[src/rtl/mem_lsu_pkg.sv]
`default_nettype none
// +--------------------------------------------------------------------------+
// | mem_lsu_pkg : shared encodings and helpers for the load/store unit       |
// | rev 1.0                                                                  |
// +--------------------------------------------------------------------------+
package mem_lsu_pkg;

    localparam logic [2:0] F3_LB  = 3'b000;
    localparam logic [2:0] F3_LH  = 3'b001;
    localparam logic [2:0] F3_LW  = 3'b010;
    localparam logic [2:0] F3_LD  = 3'b011;
    localparam logic [2:0] F3_LBU = 3'b100;
    localparam logic [2:0] F3_LHU = 3'b101;
    localparam logic [2:0] F3_LWU = 3'b110;
    localparam logic [2:0] F3_LILLEGAL = 3'b111;

    localparam logic [2:0] F3_SB = 3'b000;
    localparam logic [2:0] F3_SH = 3'b001;
    localparam logic [2:0] F3_SW = 3'b010;
    localparam logic [2:0] F3_SD = 3'b011;

    localparam logic [1:0] SZ_B = 2'd0;
    localparam logic [1:0] SZ_H = 2'd1;
    localparam logic [1:0] SZ_W = 2'd2;
    localparam logic [1:0] SZ_D = 2'd3;

    localparam int LAT_CNT_W = 4;

    typedef enum logic [1:0] {
        IDLE   = 2'd0,
        ACCESS = 2'd1,
        WAIT   = 2'd2,
        RESP   = 2'd3
    } state_t;

    function automatic logic [7:0] size_from_funct3(input logic [2:0] funct3);
        return 8'd1 << funct3[1:0];
    endfunction

    // Low address bits that must be zero for an access of this size.
    function automatic logic [2:0] align_mask(input logic [2:0] funct3);
        return ~(3'b111 << funct3[1:0]);
    endfunction

endpackage
`default_nettype wire

[src/rtl/mem_lsu_align.sv]
`default_nettype none
// +--------------------------------------------------------------------------+
// | mem_lsu_align : load lane select by byte offset, truncate and extend     |
// | rev 1.0                                                                  |
// +--------------------------------------------------------------------------+
module mem_lsu_align
    import mem_lsu_pkg::*;
#(
    parameter int XLEN = 64
) (
    input  logic [XLEN-1:0] rd_data,
    input  logic [2:0]      offset,
    input  logic [2:0]      funct3,
    output logic [XLEN-1:0] load_data
);

    logic [XLEN-1:0] lane;
    logic            zext;

    assign lane = rd_data >> {offset, 3'b000};
    assign zext = funct3[2];

    always_comb begin
        load_data = lane;
        case (funct3[1:0])
            SZ_B: load_data = {{(XLEN-8){~zext & lane[7]}},   lane[7:0]};
            SZ_H: load_data = {{(XLEN-16){~zext & lane[15]}}, lane[15:0]};
            SZ_W: load_data = {{(XLEN-32){~zext & lane[31]}}, lane[31:0]};
            default: load_data = lane;
        endcase
    end

endmodule
`default_nettype wire

[src/rtl/mem_lsu.sv]
`default_nettype none
// +--------------------------------------------------------------------------+
// | mem_lsu : multi-cycle load/store unit in front of the DPI memory block   |
// | rev 1.0                                                                  |
// +--------------------------------------------------------------------------+
module mem_lsu
    import mem_lsu_pkg::*;
#(
    parameter int LATENCY = 0,
    parameter int XLEN    = 64
) (
    input  logic            iClock,
    input  logic            iReset,
    input  logic            iReqValid,
    output logic            oReqReady,
    input  logic            iReqWrite,
    input  logic [XLEN-1:0] iReqAddr,
    input  logic [XLEN-1:0] iReqWrData,
    input  logic [2:0]      iReqFunct3,
    output logic            oRespValid,
    input  logic            iRespReady,
    output logic [XLEN-1:0] oRespData,
    output logic            oRespErr,
    output logic [XLEN-1:0] oMemRdAddrLoad,
    input  logic [XLEN-1:0] iMemRdDataLoad,
    output logic            oMemWrEn,
    output logic [XLEN-1:0] oMemWrAddr,
    output logic [XLEN-1:0] oMemWrData,
    output logic [7:0]      oMemWrLen
);

    localparam logic [LAT_CNT_W-1:0] LAT_LAST =
        LAT_CNT_W'((LATENCY > 0) ? LATENCY - 1 : 0);

    state_t                 state, state_next;
    logic                   req_write;
    logic [2:0]             req_offset;
    logic [2:0]             req_funct3;
    logic [LAT_CNT_W-1:0]   wait_cnt;
    logic                   resp_valid;
    logic                   resp_err;
    logic [XLEN-1:0]        resp_data;
    logic [XLEN-1:0]        rd_addr;
    logic                   wr_en;
    logic [XLEN-1:0]        wr_addr;
    logic [XLEN-1:0]        wr_data;
    logic [7:0]             wr_len;

    logic                   in_illegal;
    logic                   in_misaligned;
    logic                   in_ok;
    logic [XLEN-1:0]        in_wr_masked;
    logic [XLEN-1:0]        load_ext;
    logic                   capture;

    assign in_illegal    = iReqWrite ? iReqFunct3[2] : (iReqFunct3 == F3_LILLEGAL);
    assign in_misaligned = (iReqAddr[2:0] & align_mask(iReqFunct3)) != 3'd0;
    assign in_ok         = ~in_illegal & ~in_misaligned;

    always_comb begin
        in_wr_masked = iReqWrData;
        case (iReqFunct3[1:0])
            SZ_B: in_wr_masked = {{(XLEN-8){1'b0}},  iReqWrData[7:0]};
            SZ_H: in_wr_masked = {{(XLEN-16){1'b0}}, iReqWrData[15:0]};
            SZ_W: in_wr_masked = {{(XLEN-32){1'b0}}, iReqWrData[31:0]};
            default: in_wr_masked = iReqWrData;
        endcase
    end

    mem_lsu_align #(
        .XLEN(XLEN)
    ) u_align (
        .rd_data   (iMemRdDataLoad),
        .offset    (req_offset),
        .funct3    (req_funct3),
        .load_data (load_ext)
    );

    // Load data is sampled on the edge that leaves the final ACCESS/WAIT cycle.
    assign capture = ~req_write &&
                     (((state == ACCESS) && (LATENCY == 0)) ||
                      ((state == WAIT) && (wait_cnt == LAT_LAST)));

    always_ff @(posedge iClock) begin
        if (!iReset) begin
            state <= IDLE;
        end else begin
            state <= state_next;
        end
    end

    always_comb begin
        state_next = state;
        case (state)
            IDLE:    if (iReqValid) state_next = in_ok ? ACCESS : RESP;
            ACCESS:  state_next = (LATENCY > 0) ? WAIT : RESP;
            WAIT:    if (wait_cnt == LAT_LAST) state_next = RESP;
            RESP:    if (resp_valid && iRespReady) state_next = IDLE;
            default: state_next = IDLE;
        endcase
    end

    always_ff @(posedge iClock) begin
        if (!iReset) begin
            req_write  <= 1'b0;
            req_offset <= 3'd0;
            req_funct3 <= 3'd0;
            wait_cnt   <= '0;
            resp_valid <= 1'b0;
            resp_err   <= 1'b0;
            resp_data  <= '0;
            rd_addr    <= '0;
            wr_en      <= 1'b0;
            wr_addr    <= '0;
            wr_data    <= '0;
            wr_len     <= 8'd0;
        end else begin
            // Store port idles at zero so repeated identical stores still toggle.
            wr_en   <= 1'b0;
            wr_addr <= '0;
            wr_data <= '0;
            wr_len  <= 8'd0;
            case (state)
                IDLE: begin
                    if (iReqValid) begin
                        req_write  <= iReqWrite;
                        req_offset <= iReqAddr[2:0];
                        req_funct3 <= iReqFunct3;
                        resp_data  <= '0;
                        resp_err   <= ~in_ok;
                        if (in_ok && iReqWrite) begin
                            wr_en   <= 1'b1;
                            wr_addr <= iReqAddr;
                            wr_data <= in_wr_masked;
                            wr_len  <= size_from_funct3(iReqFunct3);
                        end else if (in_ok) begin
                            rd_addr <= {iReqAddr[XLEN-1:3], 3'b000};
                        end
                    end
                end
                ACCESS: begin
                    wait_cnt <= '0;
                    if (capture) resp_data <= load_ext;
                end
                WAIT: begin
                    wait_cnt <= wait_cnt + LAT_CNT_W'(1);
                    if (capture) resp_data <= load_ext;
                end
                RESP: begin
                    // Valid rises one cycle after entering RESP and drops on handshake.
                    if (!resp_valid) begin
                        resp_valid <= 1'b1;
                    end else if (iRespReady) begin
                        resp_valid <= 1'b0;
                        resp_err   <= 1'b0;
                        resp_data  <= '0;
                    end
                end
                default: ;
            endcase
        end
    end

    assign oReqReady      = (state == IDLE);
    assign oRespValid     = resp_valid;
    assign oRespErr       = resp_err;
    assign oRespData      = resp_data;
    assign oMemRdAddrLoad = rd_addr;
    assign oMemWrEn       = wr_en;
    assign oMemWrAddr     = wr_addr;
    assign oMemWrData     = wr_data;
    assign oMemWrLen      = wr_len;

endmodule
`default_nettype wire

[config.mk]
export PLATFORM = sky130hd
export DESIGN_NAME = mem_lsu
export DESIGN_NICKNAME = d
export VERILOG_FILES = /design/src/rtl/mem_lsu_pkg.sv /design/src/rtl/mem_lsu_align.sv /design/src/rtl/mem_lsu.sv
export SDC_FILE = /design/constraint.sdc
export NUM_CORES = 1
export LEC_CHECK = 0
export ABC_CLOCK_PERIOD_IN_PS = 3300
export CORE_AREA = 2 2 182 184
export CTS_BUF_LIST = sky130_fd_sc_hd__clkbuf_8 sky130_fd_sc_hd__clkbuf_16
export DETAILED_ROUTE_END_ITERATION = 8
export DIE_AREA = 0 0 184 186
export PLACE_DENSITY = 0.63
export SLEW_MARGIN = 20
export SYNTH_ARGS = -nofsm -noshare
export SYNTH_HDL_FRONTEND = slang
export SYNTH_SLANG_ARGS = --single-unit
export TNS_END_PERCENT = 20
[constraint.sdc]
create_clock -name iClock -period 3.3 [get_ports iClock]
set_input_delay 0.495 -clock iClock [delete_from_list [all_inputs] [get_ports iClock]]
set_output_delay 0.495 -clock iClock [all_outputs]
set_load 0.1 [all_outputs]
==> summary.json <==
{
  "die": {
    "die_width_um": 184,
    "ios": 468,
    "core_region_area_sq_um": 32200,
    "start_util_pct": 32.7,
    "chipHeight_um": 186,
    "rows": 66,
    "overall_die_area_sq_um": 34200
  },
  "final_layout": {
    "layout-drive-gt1-share_pct": 11.0,
    "area.growth.synth_to_final_pct": 56.9,
    "multi_input_comb_area_sq_um": 4640,
    "final-seq-area_sq_um": 5470,
    "fillers": 2998,
    "final_util_pct": 51.3,
    "final_net_count": 1721,
    "instances_no_fill": 1946
  },
  "clock_tree": {
    "post_cts.resized_instances": 0,
    "clk_transition_reported_paths_ns": 0.06,
    "cts_made_buffers": 31,
    "clock_tree.htree_level_count": 1,
    "cts_tree": "done",
    "clk_root_buffer_cell": "sky130_fd_sc_hd__clkbuf_16",
    "cts.path.max_buffers": 3,
    "post_cts_buffers": 0,
    "ctsHoldBuffers": 0,
    "worst_skew_pair.late_latency_ns": 0.55,
    "clock_sink_count": 273
  },
  "worst_setup_path": {
    "r2r_cell_count": 8,
    "reg2reg_setup_slack_ns": 0.47,
    "timing.critical_path.depth": 8,
    "cp-end-kind": "flop",
    "critical_path.reg2reg.endpoint": "oRespData[61]",
    "worst-setup-path-type": "reg -> reg",
    "timing.critical_path.max_delay_family": "simple AND/OR/NAND/NOR gates",
    "critPathMaxFanout": 37,
    "cp_num_buf_inv": 2,
    "crit_chain": "inv_1 -> ha_1 -> and4bb_2 -> o21bai_2 -> a21o_1 -> and2_2 -> buf_4 -> a22o_1",
    "worst-endpoint-required_ns": 3.80,
    "critPathArrivalTime_ns": 3.33,
    "crit_start": "state[0]",
    "slowest_delay_ns": 0.66,
    "cp_endpoint": "oRespData[61]",
    "setup.worst_path.start_class": "flop",
    "worstReg2RegStart": "state[0]",
    "crit_path_top_delay_cell": "sky130_fd_sc_hd__and2_2"
  },
  "sta": {
    "max_slew_margin_pct": 28.9,
    "setup_total_negative_slack_ns": 0,
    "final.setup_skew_ns": 0.00858,
    "setup_violating_endpoint_count_in_the_final_report": 0,
    "min_period_over_period_pct": 85.8,
    "unrepaired_setup_endpoints_after_global_routing": "no",
    "drv_slew": 0,
    "tightest_slew_ns": 1.06,
    "timing.fmax_mhz": 353,
    "layout_min_cycle_time_ns": 2.83,
    "timing.final.hold_violations": 0
  },
  "drt": {
    "routed_wirelength_mm": 38.2,
    "detail_route.drc_violations": 0,
    "dr.pass1.iters": 5,
    "detail_route.iter0.violations": 489,
    "postRouteAntennaNets": 0,
    "drt-wirelength-per-cell_um": 19.6,
    "dr_total_vias": 9548,
    "via_per_inst": 4.91
  },
  "global_route": {
    "via_count_of_the_first_global_routing_pass": 9322,
    "global_route.usage.met2_pct": 37.2,
    "overflow": 0,
    "grt_pass1_wl_mm": 56.2,
    "pin_count_of_the_biggest_net_entering_global_routing": 123,
    "met1_usage_pct": 25.1,
    "globalRouteTotalUtil_pct": 21.3,
    "grt_busiest_layer": "met2",
    "initial_antenna_violation_count": 2,
    "groute.layer.met3.usage_pct": 6.16
  },
  "placed_design": {
    "detailedPlacementHpwl_mm": 29.5,
    "port-buffer-count": 460,
    "dp_cells": 1889,
    "gp_routability_congestion": 0.914
  },
  "yosys": {
    "synth_async_sr_flop_share_pct": 0,
    "synth-seq-area-share_pct": 51.9,
    "synth.top_cell.area_share_pct": 51.9,
    "synth_top_cells_by_count": "sky130_fd_sc_hd__dfxtp_1 (273), sky130_fd_sc_hd__and2_1 (117), sky130_fd_sc_hd__nand2_1 (109)",
    "most_frequently_used_cell_type_in_the_post_synthesis_netlist": "sky130_fd_sc_hd__dfxtp_1",
    "synth-main-ff-cell": "sky130_fd_sc_hd__dfxtp_1",
    "synth_warnings": 0,
    "post_synth_inst_count": 1083,
    "netlist_top_cells_area": "sky130_fd_sc_hd__dfxtp_1 (52%), sky130_fd_sc_hd__and2_1 (7.0%), sky130_fd_sc_hd__o21ai_0 (4.0%)",
    "yosys_register_bits": 273,
    "synth-edff-count": 0,
    "yosysUniqueCellTypes": 57,
    "synthesis.area_sq_um": 10500,
    "synth_area_leader_cell": "sky130_fd_sc_hd__dfxtp_1",
    "synth.avg_cell_area_sq_um": 9.72
  },
  "pwr": {
    "p_leak_nw": 6.39,
    "irDropWorstVdd_mv": 0.422,
    "total_power_mw": 11.2,
    "p_per_area_nw_per_um2": 679
  },
  "min_path": {
    "timing.hold.worst.class": "in -> reg"
  },
  "flow_run": {
    "maxCapViolCount": 0
  },
  "outcome": {
    "run_status": "finished clean"
  }
}
[tightest hold or removal path, delay by kind of cell]
family	cells	cell delay (ns)
and+or+nand+nor	1	0.08
buffers and inverters	1	0.14
AOI/OAI and AO/OA	1	0.07
[worst min-delay path by stage]
stage | start | endpoint | slack (ns) | cells past startpoint
final | iReset | oRespData[7] | 0.27 | 3
after global routing | iReset | oRespData[7] | 0.30 | 3
after CTS | iReset | oRespData[7] | 0.26 | 3
after detailed placement | req_write | req_write | 0.45 | 2
after global placement | req_write | req_write | 0.45 | 2
after floorplan | req_write | req_write | 0.43 | 2
[cell usage in the layout, fill, tap and decap left out, types with 17 or more instances in the layout]
| cell type | count |
|---|---|
| sky130_fd_sc_hd__nand3_1 | 78 |
| sky130_fd_sc_hd__dfxtp_1 | 271 |
| sky130_fd_sc_hd__nand2_1 | 109 |
| sky130_fd_sc_hd__nor2_1 | 33 |
| sky130_fd_sc_hd__buf_4 | 70 |
| sky130_fd_sc_hd__o21ai_0 | 85 |
| sky130_fd_sc_hd__and3_1 | 17 |
| sky130_fd_sc_hd__and2_1 | 116 |
| sky130_fd_sc_hd__mux2i_1 | 42 |
| sky130_fd_sc_hd__a21oi_1 | 35 |
| sky130_fd_sc_hd__clkbuf_16 | 31 |
| sky130_fd_sc_hd__a22o_1 | 47 |
| sky130_fd_sc_hd__clkdlybuf4s50_1 | 414 |
[routing by layer]
| layer | vias to the layer above | share of wire (%) |
|---|---|---|
| li1 | 4648 | - |
| met1 | 4467 | 40 |
| met5 | - | 0.031 |
| met3 | 71 | 8.2 |
| met2 | 360 | 49 |
| met4 | 2 | 3.3 |
[cell type report]
| type | count | area share, % |
|---|---|---|
| multi-input cells | 713 | 28.1 |
| diodes | 1 | 0.0151 |
| clock buffers | 37 | 5.20 |
| inverters | 10 | 0.227 |
| clock inverters | 19 | 1.89 |
| well taps | 408 | 3.09 |
| repair buffers | 485 | 28.4 |
| flip-flops and latches | 273 | 33.1 |
[where the power goes]
group          switching, mW  total (mW)  internal (mW)
Combinational           2.60        3.63           1.03
Clock                   1.40        3.87           2.47
Sequential             0.185        3.72           3.53
Total                   4.18        11.2           7.03
[cell families (layout without fill, tap and decap cells)]
family	after synthesis	after routing	synth area share, %
DFF	273	273	51.9
other	1	8	0.0356
and+or+nand+nor	395	395	19.4
buffers and inverters	103	551	4.30
muxes	71	71	8.70
adders and majority gates	7	7	0.832
AOI/OAI and AO/OA	233	233	14.8
[sequential cells by signal, indices dropped and copies added (netlist names), 2 cells and up]
| signal | flops |
|---|---|
| oMemWrLen | 4 |
| wait_cnt | 4 |
| oMemWrAddr | 64 |
| oMemWrData | 64 |
| state | 2 |
| req_funct3 | 3 |
| oMemRdAddrLoad | 61 |
| oRespData | 64 |
| req_offset | 3 |
[through the flow]
stage	hold slack [ns]	worst slack, ns	cell area [sq um]
2_1_floorplan	0.431	0.376	10500
3_3_place_gp	0.445	0.444	15300
3_5_place_dp	0.452	0.399	15300
4_1_cts	0.260	0.494	16500
5_1_grt	0.304	0.204	16500
6_report	0.273	0.468	16500
No activity file was read; power rests on OpenSTA's default activity.
==> RTL edit (config.mk and constraints unchanged) <==
`XLEN` is set to 64 in 2 places; all go to 60.
--- a/src/rtl/mem_lsu_align.sv
+++ b/src/rtl/mem_lsu_align.sv
@@ -8,3 +8,3 @@
 #(
-    parameter int XLEN = 64
+    parameter int XLEN = 60
 ) (
--- a/src/rtl/mem_lsu.sv
+++ b/src/rtl/mem_lsu.sv
@@ -9,3 +9,3 @@
     parameter int LATENCY = 0,
-    parameter int XLEN    = 64
+    parameter int XLEN    = 60
 ) (
Interface: changed (7 resized); port bits go from 468 to 440. No check against the original RTL was run, so the function may have changed too.
==> RTL edit against the unedited design <==
- wire length down 8.2%
- critical path depth decreased by 2
- synthesized cell count down 1.8%
- total power shrank 11%
- worst setup slack improved by 0.023 ns
- design area down 5.9%
- final cell count is 2.8% lower
- first-iteration DRC count grew 13%
- critical path type unchanged
- clock skew is 0.012 ns higher
- count of clock-buffer cells in the layout fell by 2
- sequential cell count is 16 lower
- critical endpoint is now oRespData[58]
- global-route usage shrank 1.8 points
- synthesized area decreased by 3.9%
- highest routed layer is now met4
==> RTL edit: results (changes against the unedited design) <==
synth top area cells dfxtp_1, and2_1, o21ai_0, nand2_1, mux2i_1; Crit path largest cell delay 0.84 ns (+0.18 ns); CP Max Fanout 28 (-24%); Hold WC Path Type primary input to flip-flop; outcome complete, no violations; setup repair bufs after CTS 0 (unchanged); first drt pass iteration count 5 (unchanged); Top FF cell, synth dfxtp_1; Num CTS Buffers 29 (-6.5%); clk slew on worst S/H paths 0.06 ns (about the same); GPL Wtd Cong 0.862 (-5.7%); Setup WS pre-CTS 0.182 ns (-0.218 ns); Synth Area in Compound Gates 0.150 (+0.00196); DP HPWL 26300 um (-11%); Worst Clk Skew 0.0207 ns (+0.0121 ns); CP max stage cell o21ai_4; fraction of layout cells with a size suffix above 1 0.125 (+0.0155); post-synthesis mux area share 0.0951 (+0.00813); cell family with most CP delay compound AO/OA/AOI/OAI gates; switching share of power 0.390 (+0.0174); Filler cells 3028 (+1.0%); Total GRT Usage 0.195 (-0.0183); largest net degree at the start of global routing 115 (-6.5%); Critical Path AT 3.19 ns (-0.14 ns); # nets final 1660 (-3.5%); initial antenna violation count 1 (-1); cell area after placement 0.0146 mm^2 (-4.7%); wirelength, routed 35000 um (-8.2%); post-synthesis sequential area ratio 0.509 (-0.0105); leakage 5.98 nW (-6.4%); vias in the first global route 8742 (-6.2%); Peak VDD IR 0.000420 V (-0.52%); Skew-Pair Late Insertion Delay 0.56 ns; cts repair resizes 0 (unchanged); XOR/XNOR share of the synthesized area 0 (unchanged); CTS max path bufs 3 (unchanged); CTS root buf clkbuf_16; YS warnings 0 (unchanged); Synth Area in Adders 0.00866 (+0.000340); worst slew pin tran 1.06 ns (-0.00607 ns); commonest cells in the netlist dfxtp_1, nand2_1, and2_1; Port-buffer cells 432 (-6.1%); Vias/cell 4.84 (-1.3%); CTS H-tree lvls 1 (unchanged); count of different cell masters after synthesis 54 (-5.3%); global-route wire length before repair 51400 um (-8.5%); Synth async-reset ratio 0 (unchanged); initial detailed-routing violation count 554 (+13%)
[RTL edit: power by group through the flow]
stage	clock network [mW]	logic, mW	registers [mW]
after floorplan	0	1.19	4.84
after global placement	0	3.45	3.55
after detailed placement	0	3.47	3.56
after CTS	3.14	3.48	3.50
after global routing	3.26	3.66	3.52
final	3.06	3.47	3.50
[RTL edit: kinds of logic (layout without fill, tap and decap cells)]
kind of cell / Yosys count / after routing
other: 1 / 8
DFF: 257 / 257
buffers and inverters: 100 / 513
adders and majority gates: 7 / 7
muxes: 74 / 74
and+or+nand+nor: 384 / 384
AOI/OAI and AO/OA: 241 / 241
[RTL edit: final timing paths]
kind | start | end | slack, ns | depth (start not counted)
max | req_offset[1] | oRespData[58] | 0.49 | 6
min | iReset | oRespValid | 0.34 | 3
max reg2reg | req_offset[1] | oRespData[58] | 0.49 | 6
min reg2reg | oRespData[21] | oRespData[21] | 0.46 | 2
[RTL edit: layout make-up]
cell class              count  share of cell area
inverters                   9             0.00217
clock inverters            14             0.00668
clock buffers              35              0.0520
diodes                      1            0.000161
well taps                 408              0.0329
repair buffers            455               0.283
flip-flops and latches    257               0.331
multi-input cells         713               0.292
[RTL edit: metal layers]
metal | part of all wire | vias to the layer above | global-route usage
met3 | 0.093 | 60 | 0.0624
met5 | 0 | - | 0
met2 | 0.48 | 364 | 0.332
li1 | - | 4459 | -
met4 | 0.031 | 0 | 0.0621
met1 | 0.40 | 4280 | 0.233
[RTL edit: stage by stage]
step	utilization	cells
after global placement	0.454	1842
final	0.483	1892
after CTS	0.482	1891
after global routing	0.483	1892
after floorplan	-	1070
after detailed placement	0.454	1842
